$ cat src/rtl/a2d_spi_resp_if.sv
// SPI pin bundle between an A2D_intf-style master and the a2d_spi_resp responder.
`timescale 1ns/1ps
interface a2d_spi_resp_if;
  logic SS_n;
  logic SCLK;
  logic MOSI;
  logic MISO;

  modport master (output SS_n, output SCLK, output MOSI, input MISO);
  modport slave  (input SS_n, input SCLK, input MOSI, output MISO);
endinterface

$ cat src/rtl/a2d_spi_resp.sv
// SPI responder emulating the 8-channel 12-bit A2D: frame N addresses a channel, frame N+1 returns it.
// Optional macro A2D_MISO_TRISTATE_EN releases MISO (1'bz) whenever the responder is not selected.
`timescale 1ns/1ps
module a2d_spi_resp #(
  parameter int unsigned FRAME_BITS  = 16,
  parameter int unsigned DATA_W      = 12,
  parameter int unsigned SYNC_STAGES = 2
) (
  input  logic              clk,
  input  logic              rst,
  a2d_spi_resp_if.slave     spi,
  input  logic              wr_en,
  input  logic [2:0]        wr_chnl,
  input  logic [DATA_W-1:0] wr_data,
  output logic              cmd_vld,
  output logic [2:0]        cmd_addr,
  output logic              frm_err
);

  localparam int unsigned CNT_W  = $clog2(FRAME_BITS + 2);
  localparam int unsigned RX_W   = FRAME_BITS - 2;
  localparam int unsigned NUM_CH = 8;

  typedef enum logic [1:0] {WAIT_IDLE, IDLE, ACTIVE} state_t;

  state_t state_q, state_d;

  logic [SYNC_STAGES-1:0] ss_sync, sclk_sync, mosi_sync;
  logic                   ss_d, sclk_d;
  logic                   ss_s, sclk_s, mosi_s;
  logic                   ss_fall, ss_rise, sclk_rise, sclk_fall;

  logic [DATA_W-1:0]     table_q [NUM_CH];
  logic [FRAME_BITS-1:0] tx_q;
  logic [RX_W-1:0]       rx_q;
  logic [CNT_W-1:0]      cnt_q;

  logic load_tx, tx_shift, rx_shift, end_ok, end_err;

  // Pin synchronizers; SS_n chain resets low so a frame cut by reset is not mistaken for a new one.
  always_ff @(posedge clk or posedge rst) begin
    if (rst) begin
      ss_sync   <= '0;
      sclk_sync <= '1;
      mosi_sync <= '0;
      ss_d      <= 1'b0;
      sclk_d    <= 1'b1;
    end else begin
      ss_sync   <= {ss_sync[SYNC_STAGES-2:0], spi.SS_n};
      sclk_sync <= {sclk_sync[SYNC_STAGES-2:0], spi.SCLK};
      mosi_sync <= {mosi_sync[SYNC_STAGES-2:0], spi.MOSI};
      ss_d      <= ss_s;
      sclk_d    <= sclk_s;
    end
  end

  assign ss_s      = ss_sync[SYNC_STAGES-1];
  assign sclk_s    = sclk_sync[SYNC_STAGES-1];
  assign mosi_s    = mosi_sync[SYNC_STAGES-1];
  assign ss_fall   = ss_d & ~ss_s;
  assign ss_rise   = ~ss_d & ss_s;
  assign sclk_rise = ~sclk_d & sclk_s;
  assign sclk_fall = sclk_d & ~sclk_s;

  // Sample table written from the parallel port
  always_ff @(posedge clk or posedge rst) begin
    if (rst) begin
      for (int i = 0; i < int'(NUM_CH); i++) table_q[i] <= '0;
    end else if (wr_en) begin
      table_q[wr_chnl] <= wr_data;
    end
  end

  always_ff @(posedge clk or posedge rst) begin
    if (rst) state_q <= WAIT_IDLE;
    else     state_q <= state_d;
  end

  always_comb begin
    state_d  = state_q;
    load_tx  = 1'b0;
    tx_shift = 1'b0;
    rx_shift = 1'b0;
    end_ok   = 1'b0;
    end_err  = 1'b0;
    case (state_q)
      WAIT_IDLE: if (ss_s) state_d = IDLE;
      IDLE: begin
        if (ss_fall) begin
          state_d = ACTIVE;
          load_tx = 1'b1;
        end
      end
      ACTIVE: begin
        if (ss_rise) begin
          state_d = IDLE;
          if (cnt_q == CNT_W'(FRAME_BITS)) end_ok  = 1'b1;
          else                             end_err = 1'b1;
        end else begin
          rx_shift = sclk_rise;
          // The master's leading fall precedes any rise and must not consume the MSB
          tx_shift = sclk_fall && (cnt_q != '0);
        end
      end
      default: state_d = WAIT_IDLE;
    endcase
  end

  always_ff @(posedge clk or posedge rst) begin
    if (rst) begin
      tx_q     <= '0;
      rx_q     <= '0;
      cnt_q    <= '0;
      cmd_addr <= '0;
      cmd_vld  <= 1'b0;
      frm_err  <= 1'b0;
    end else begin
      cmd_vld <= end_ok;
      frm_err <= end_err;
      if (end_ok) cmd_addr <= rx_q[RX_W-1 -: 3];
      if (load_tx) begin
        tx_q  <= FRAME_BITS'(table_q[cmd_addr]);
        cnt_q <= '0;
      end else begin
        if (tx_shift) tx_q <= {tx_q[FRAME_BITS-2:0], 1'b0};
        if (rx_shift) begin
          rx_q <= {rx_q[RX_W-2:0], mosi_s};
          if (cnt_q != CNT_W'(FRAME_BITS + 1)) cnt_q <= cnt_q + CNT_W'(1);
        end
      end
    end
  end

`ifdef A2D_MISO_TRISTATE_EN
  assign spi.MISO = (ss_s || (state_q != ACTIVE)) ? 1'bz : tx_q[FRAME_BITS-1];
`else
  assign spi.MISO = (state_q == ACTIVE) ? tx_q[FRAME_BITS-1] : 1'b0;
`endif

endmodule

$ cat src/flat_wrapper.sv
// flat-port wrapper written by rule: the top's interface ports become plain ports
module a2d_spi_resp_flat 
#(
  parameter int unsigned FRAME_BITS  = 16,
  parameter int unsigned DATA_W      = 12,
  parameter int unsigned SYNC_STAGES = 2
)
  (clk, rst, wr_en, wr_chnl, wr_data, cmd_vld, cmd_addr, frm_err, spi_SS_n, spi_SCLK, spi_MOSI, spi_MISO);
  a2d_spi_resp_if spi_i ();
  input  logic clk;
  input  logic rst;
  input  logic wr_en;
  input  logic [2:0] wr_chnl;
  input  logic [DATA_W-1:0] wr_data;
  output logic cmd_vld;
  output logic [2:0] cmd_addr;
  output logic frm_err;
  input wire logic [$bits(spi_i.SS_n)-1:0] spi_SS_n;
  input wire logic [$bits(spi_i.SCLK)-1:0] spi_SCLK;
  input wire logic [$bits(spi_i.MOSI)-1:0] spi_MOSI;
  output wire logic [$bits(spi_i.MISO)-1:0] spi_MISO;
  assign spi_i.SS_n = spi_SS_n;
  assign spi_i.SCLK = spi_SCLK;
  assign spi_i.MOSI = spi_MOSI;
  assign spi_MISO = spi_i.MISO;
  a2d_spi_resp #(.FRAME_BITS(FRAME_BITS), .DATA_W(DATA_W), .SYNC_STAGES(SYNC_STAGES)) u_core (.clk(clk), .rst(rst), .spi(spi_i), .wr_en(wr_en), .wr_chnl(wr_chnl), .wr_data(wr_data), .cmd_vld(cmd_vld), .cmd_addr(cmd_addr), .frm_err(frm_err));
endmodule
$ cat config.mk
export PLATFORM = sky130hd
export DESIGN_NAME = a2d_spi_resp_flat
export DESIGN_NICKNAME = d
export VERILOG_FILES = /design/src/rtl/a2d_spi_resp_if.sv /design/src/rtl/a2d_spi_resp.sv /design/src/flat_wrapper.sv
export SDC_FILE = /design/constraint.sdc
export NUM_CORES = 1
export LEC_CHECK = 0
export ABC_CLOCK_PERIOD_IN_PS = 4750
export BUFFER_PORTS_ARGS = -buffer_cell sky130_fd_sc_hd__buf_2
export CORE_AREA = 2 2 109 111
export CTS_BUF_LIST = sky130_fd_sc_hd__clkbuf_4
export DETAILED_ROUTE_END_ITERATION = 7
export DIE_AREA = 0 0 111 113
export GPL_TIMING_DRIVEN = 0
export PLACE_DENSITY = 0.76
export SLEW_MARGIN = 25
export SYNTH_ARGS = -nofsm -noshare
export SYNTH_HDL_FRONTEND = slang
export SYNTH_SLANG_ARGS = --single-unit
$ cat constraint.sdc
create_clock -name clk -period 4.75 [get_ports clk]
set_input_delay 0.95 -clock clk [delete_from_list [all_inputs] [get_ports clk]]
set_output_delay 0.95 -clock clk [all_outputs]
set_load 0.05 [all_outputs]
Word level (Yosys, flattened, before mapping)

Cells that the tools add are included.

Add/subtract/negate cells: 1
Magnitude comparators: 3
Equal/unequal tests: 7
Multiplexer cells: 28
Bitwise logic cells: 11
Reduce and logical (&&, ||, !) cells: 10

Operators by type and width:

| cell                | count |
|---|---|
| $bwmux 96           | 1 |
| $bmux 12 s3         | 1 |
| $demux 12 s3        | 1 |
| $mux 12             | 3 |
| $mux 16             | 2 |
| $mux 5              | 3 |
| $mux 1              | 13 |
| $ge 4x4->1 const B  | 2 |
| $not 3->4           | 2 |
| $mux 2              | 3 |
| $ne 2x1->1 const B  | 3 |
| $pmux 2 s3          | 1 |
| $reduce_bool 2->1   | 3 |
| $add 5x1->5 const B | 1 |
| $eq 5x5->1 const B  | 1 |
| $ne 5x5->1 const B  | 1 |
| $not 1->1           | 5 |
| $reduce_bool 5->1   | 1 |
| $and 1x1->1         | 4 |
| $lt 4x1->1 const B  | 1 |
| $reduce_and 2->1    | 2 |
| $reduce_and 3->1    | 1 |
| $eq 2x1->1 const B  | 1 |
| $eq 2x2->1 const B  | 1 |
| other kinds (2)     | 3 |

Register bits after elaboration: 146
Input bits: 21
Output and inout bits: 6
Word-level logic and storage cells: 80

Longest topological paths before layout

Word-level depth: 7
Gate-level depth with buffers: 7
Depth with buffers taken out: 6

Least setup slack after synthesis

Ideal clock, no wire load.

Path type: register to output
Start point: register u_core.state_q[0]
End point: output spi_MISO
Arrival time: 1.299 ns
Data required time: 3.800 ns
Slack: 2.501 ns
Cell stages (with the launch flop): 4
Buffers on the path: 1
Path through: dfrtp_1 > nand2b_4 > buf_6 > nor2_1

Word-level cells in the longest chain between the ends: 2

Ends and longest elaborated chain:

| item                     | RTL line            | text |
|---|---|---|
| start: declaration       | a2d_spi_resp.sv:26  | `state_t state_q, state_d;` |
| start signal: assignment | a2d_spi_resp.sv:76  | `else state_q <= state_d;` |
| $eq 2x2->1               | a2d_spi_resp.sv:137 | `assign spi.MISO = (state_q == ACTIVE) ? tx_q[FRAME_BITS-1] : 1'b0;` |
| $mux 1                   | a2d_spi_resp.sv:137 |  |
| end: declaration         | flat_wrapper.sv:21  | `output wire logic [$bits(spi_i.MISO)-1:0] spi_MISO;` |

Every way passes these cells.

Final worst setup path

Ends and elaborated chain as after synthesis.

==> results.yml <==
placed_design:
  io_buffers: 26
  dp_hpwl_microns: 8640
  placedCellCount: 655
  dpl_cell_area_sq_um: 6800
  globalplace.congestion: 0.787
floorplanning:
  floorplan.initialDensity_pct: 56.8
  row_count: 39
  fp.dieW_microns: 111
  dieArea_sq_um: 12500
  die_h_microns: 113
  core_sq_um: 11300
  io_pins: 27
outcome:
  status: "finished, final reports clean"
worst_setup_path:
  path_class: "reg2out"
  rr_startpoint: "u_core.cnt_q[0]"
  cp-start-kind: "flip-flop"
  cp_top_family: "flip-flops"
  cpMaxStageDelayCell: "dfrtp_1"
  arrival_ns: 1.64
  slowest_delay_ns: 0.44
  critPathCaptureType: "primary output"
  crit_chain: "nand2b_4 > buf_6 > nor2_1 > buf_2"
  cp_data_required_time_ns: 3.80
  crit_start: "u_core.state_q[0]"
  crit_buf_inv: 2
  crit_fanout: 8
final_layout:
  area_growth_pct: 10.7
  design_area_sq_um: 7080
  multi_input_area_sq_um: 2600
  diodes: 0
  fill_cells: 873
  layout_commonest_cell: "dfrtp_1"
  regArea_sq_um: 3660
  final_util_pct: 62.8
  layout.cells.non_filler: 686
  final_nets: 555
  final_cell_mix: "dfrtp_1 (143), mux2_2 (99), mux2i_1 (64)"
  drive_gt1_share_pct: 33.1
power_and_ir_drop:
  p_leak_nw: 3.05
  p_per_area_nw_per_um2: 397
  ir_worst_vdd_mv: 0.347
timing:
  post-route-period-util_pct: 54.5
  setup_violations: 0
  rsz0062_at_grt: "no"
  layout_min_cycle_time_ns: 2.59
  worst_pin_slew_ns: 1.06
  finClkSkew_ns: 0.0214
  tns_ns: 0
  final_hold_viol_count: 0
  timing.fmax_ghz: 0.387
  timing.slew.headroom_pct: 28.7
  drv_slew: 0
synth:
  synth_edf_count: 0
  ys_ff_latch: 146
  synth_area_per_cell_sq_um: 13.3
  synth.area.top_cells: "dfrtp_1 (56%), mux2_2 (17%), mux2i_1 (10%)"
  yosys.area.top_type: "dfrtp_1"
  synth_cell_type_count: 32
  synth-seq-area-share_pct: 57.1
  synthFlopType: "dfrtp_1"
  syn-cell-area_sq_um: 6400
  syn-num-nets: 506
  async_flop_share_pct: 100
  syn_inst: 482
  synth_warnings: 0
  synth_top_area_share_pct: 55.9
cts:
  path_clk_slew_ns: 0.12
  cts_resized: 0
  cts_hold_repair.buffers: 0
  root_buffer: "clkbuf_4"
  cts.path.max_buffers: 2
  cts_tree: "done"
  clock_sinks: 146
  cts_max_level: 4
  postCtsSetupBuffers: 0
  cts-buffers-inserted: 17
  clk_latency_ns: 0.55
grt:
  antenna_found_initial: 0
  overflow: 0
  grt_max_degree: 35
  grt_pass1_wl_microns: 21700
  grt.total_usage_pct: 22.8
  grt_pass1_vias: 4138
routing:
  drtAntennaViolNets: 0
  wl_microns: 13100
  via_count: 3961
  wl_per_cell_microns: 19.0
  via_per_inst: 5.77
  drc: 0
  first_pass_iters: 4
  drt_iter0_drc: 255
min_path:
  hold_path_class: "reg2reg"
  min_from: "u_core.sclk_sync[0]"
run:
  maxCapViolCount: 0
metrics by stage:
step           power [W]  hold WS, ns  setup WS (ns)
3_5_place_dp     0.00205        0.344           1.96
3_3_place_gp     0.00200        0.334           1.22
4_1_cts          0.00284        0.364           2.11
5_1_grt          0.00296        0.371           2.08
2_1_floorplan    0.00192        0.331           1.97
6_report         0.00281        0.364           2.16
logic make-up (layout without fill, tap and decap cells):
kind of cell	Yosys count	after routing	synth area share (%)
buffers and inverters	31	92	2.25
flip-flops	146	146	57.1
multiplexers	165	165	28.1
XOR/XNOR	1	1	0.137
AND/OR/NAND/NOR	86	86	6.73
adder cells (fa/ha/maj)	3	3	0.587
AO/OA/AOI/OAI	50	50	5.02
cells in the mapped netlist (3+ instances only):
| cell type | instances |
|---|---|
| nand4b_1 | 3 |
| dfrtp_1 | 143 |
| clkbuf_1 | 9 |
| dfstp_2 | 3 |
| mux2i_1 | 64 |
| nand4_1 | 4 |
| nor2b_1 | 3 |
| nor3_1 | 3 |
| nand2b_1 | 5 |
| nor2_1 | 10 |
| buf_2 | 10 |
| inv_1 | 6 |
| mux2_2 | 99 |
| ha_1 | 3 |
| a21oi_1 | 23 |
| a22oi_1 | 22 |
| nand2_1 | 48 |
| buf_1 | 4 |
layout make-up:
class,count,share of cell area (%)
Tap cell,143,2.53
Clock buffer,19,2.01
Inverter,6,0.371
Timing Repair Buffer,30,3.07
Buffer,25,1.71
Multi-Input combinational cell,305,36.7
Clock inverter,12,2.00
Sequential cell,146,51.6
worst paths after layout:
path | end | slack [ns] | depth (start not counted)
min | u_core.sclk_sync[1] | 0.36 | 0
min in group asynchronous | u_core.table_q[82] | 0.49 | 2
max | spi_MISO | 2.16 | 4
max in group asynchronous | u_core.table_q[90] | 3.41 | 4
max reg2reg | u_core.tx_q[15] | 2.54 | 7
min reg2reg | u_core.sclk_sync[1] | 0.36 | 0
sequential cells by signal (all words and copies together) (netlist names), 2 cells and up:
register / cells
u_core.cmd_addr: 3
u_core.tx_q: 16
u_core.mosi_sync: 2
u_core.sclk_sync: 2
u_core.state_q: 2
u_core.rx_q: 14
u_core.table_q: 96
u_core.cnt_q: 5
u_core.ss_sync: 2
metal layers:
metal / wire [microns] / global-route usage [%] / vias to the layer above
met1: 5690 / 28.7 / 2045
li1: - / - / 1829
met2: 6520 / 37.2 / 70
met3: 530 / 6.16 / 17
met4: 303 / 10.7 / 0
met5: 0 / 0 / -
report_power, final:
part / internal [W] / leakage [nW] / total, W / switching [W]
logic: 0.000243 / 1.10 / 0.000422 / 0.000179
registers: 0.00148 / 1.79 / 0.00160 / 0.000124
clock network: 0.000367 / 0.153 / 0.000788 / 0.000421
Note: power is estimated with default switching activity, not from simulation.
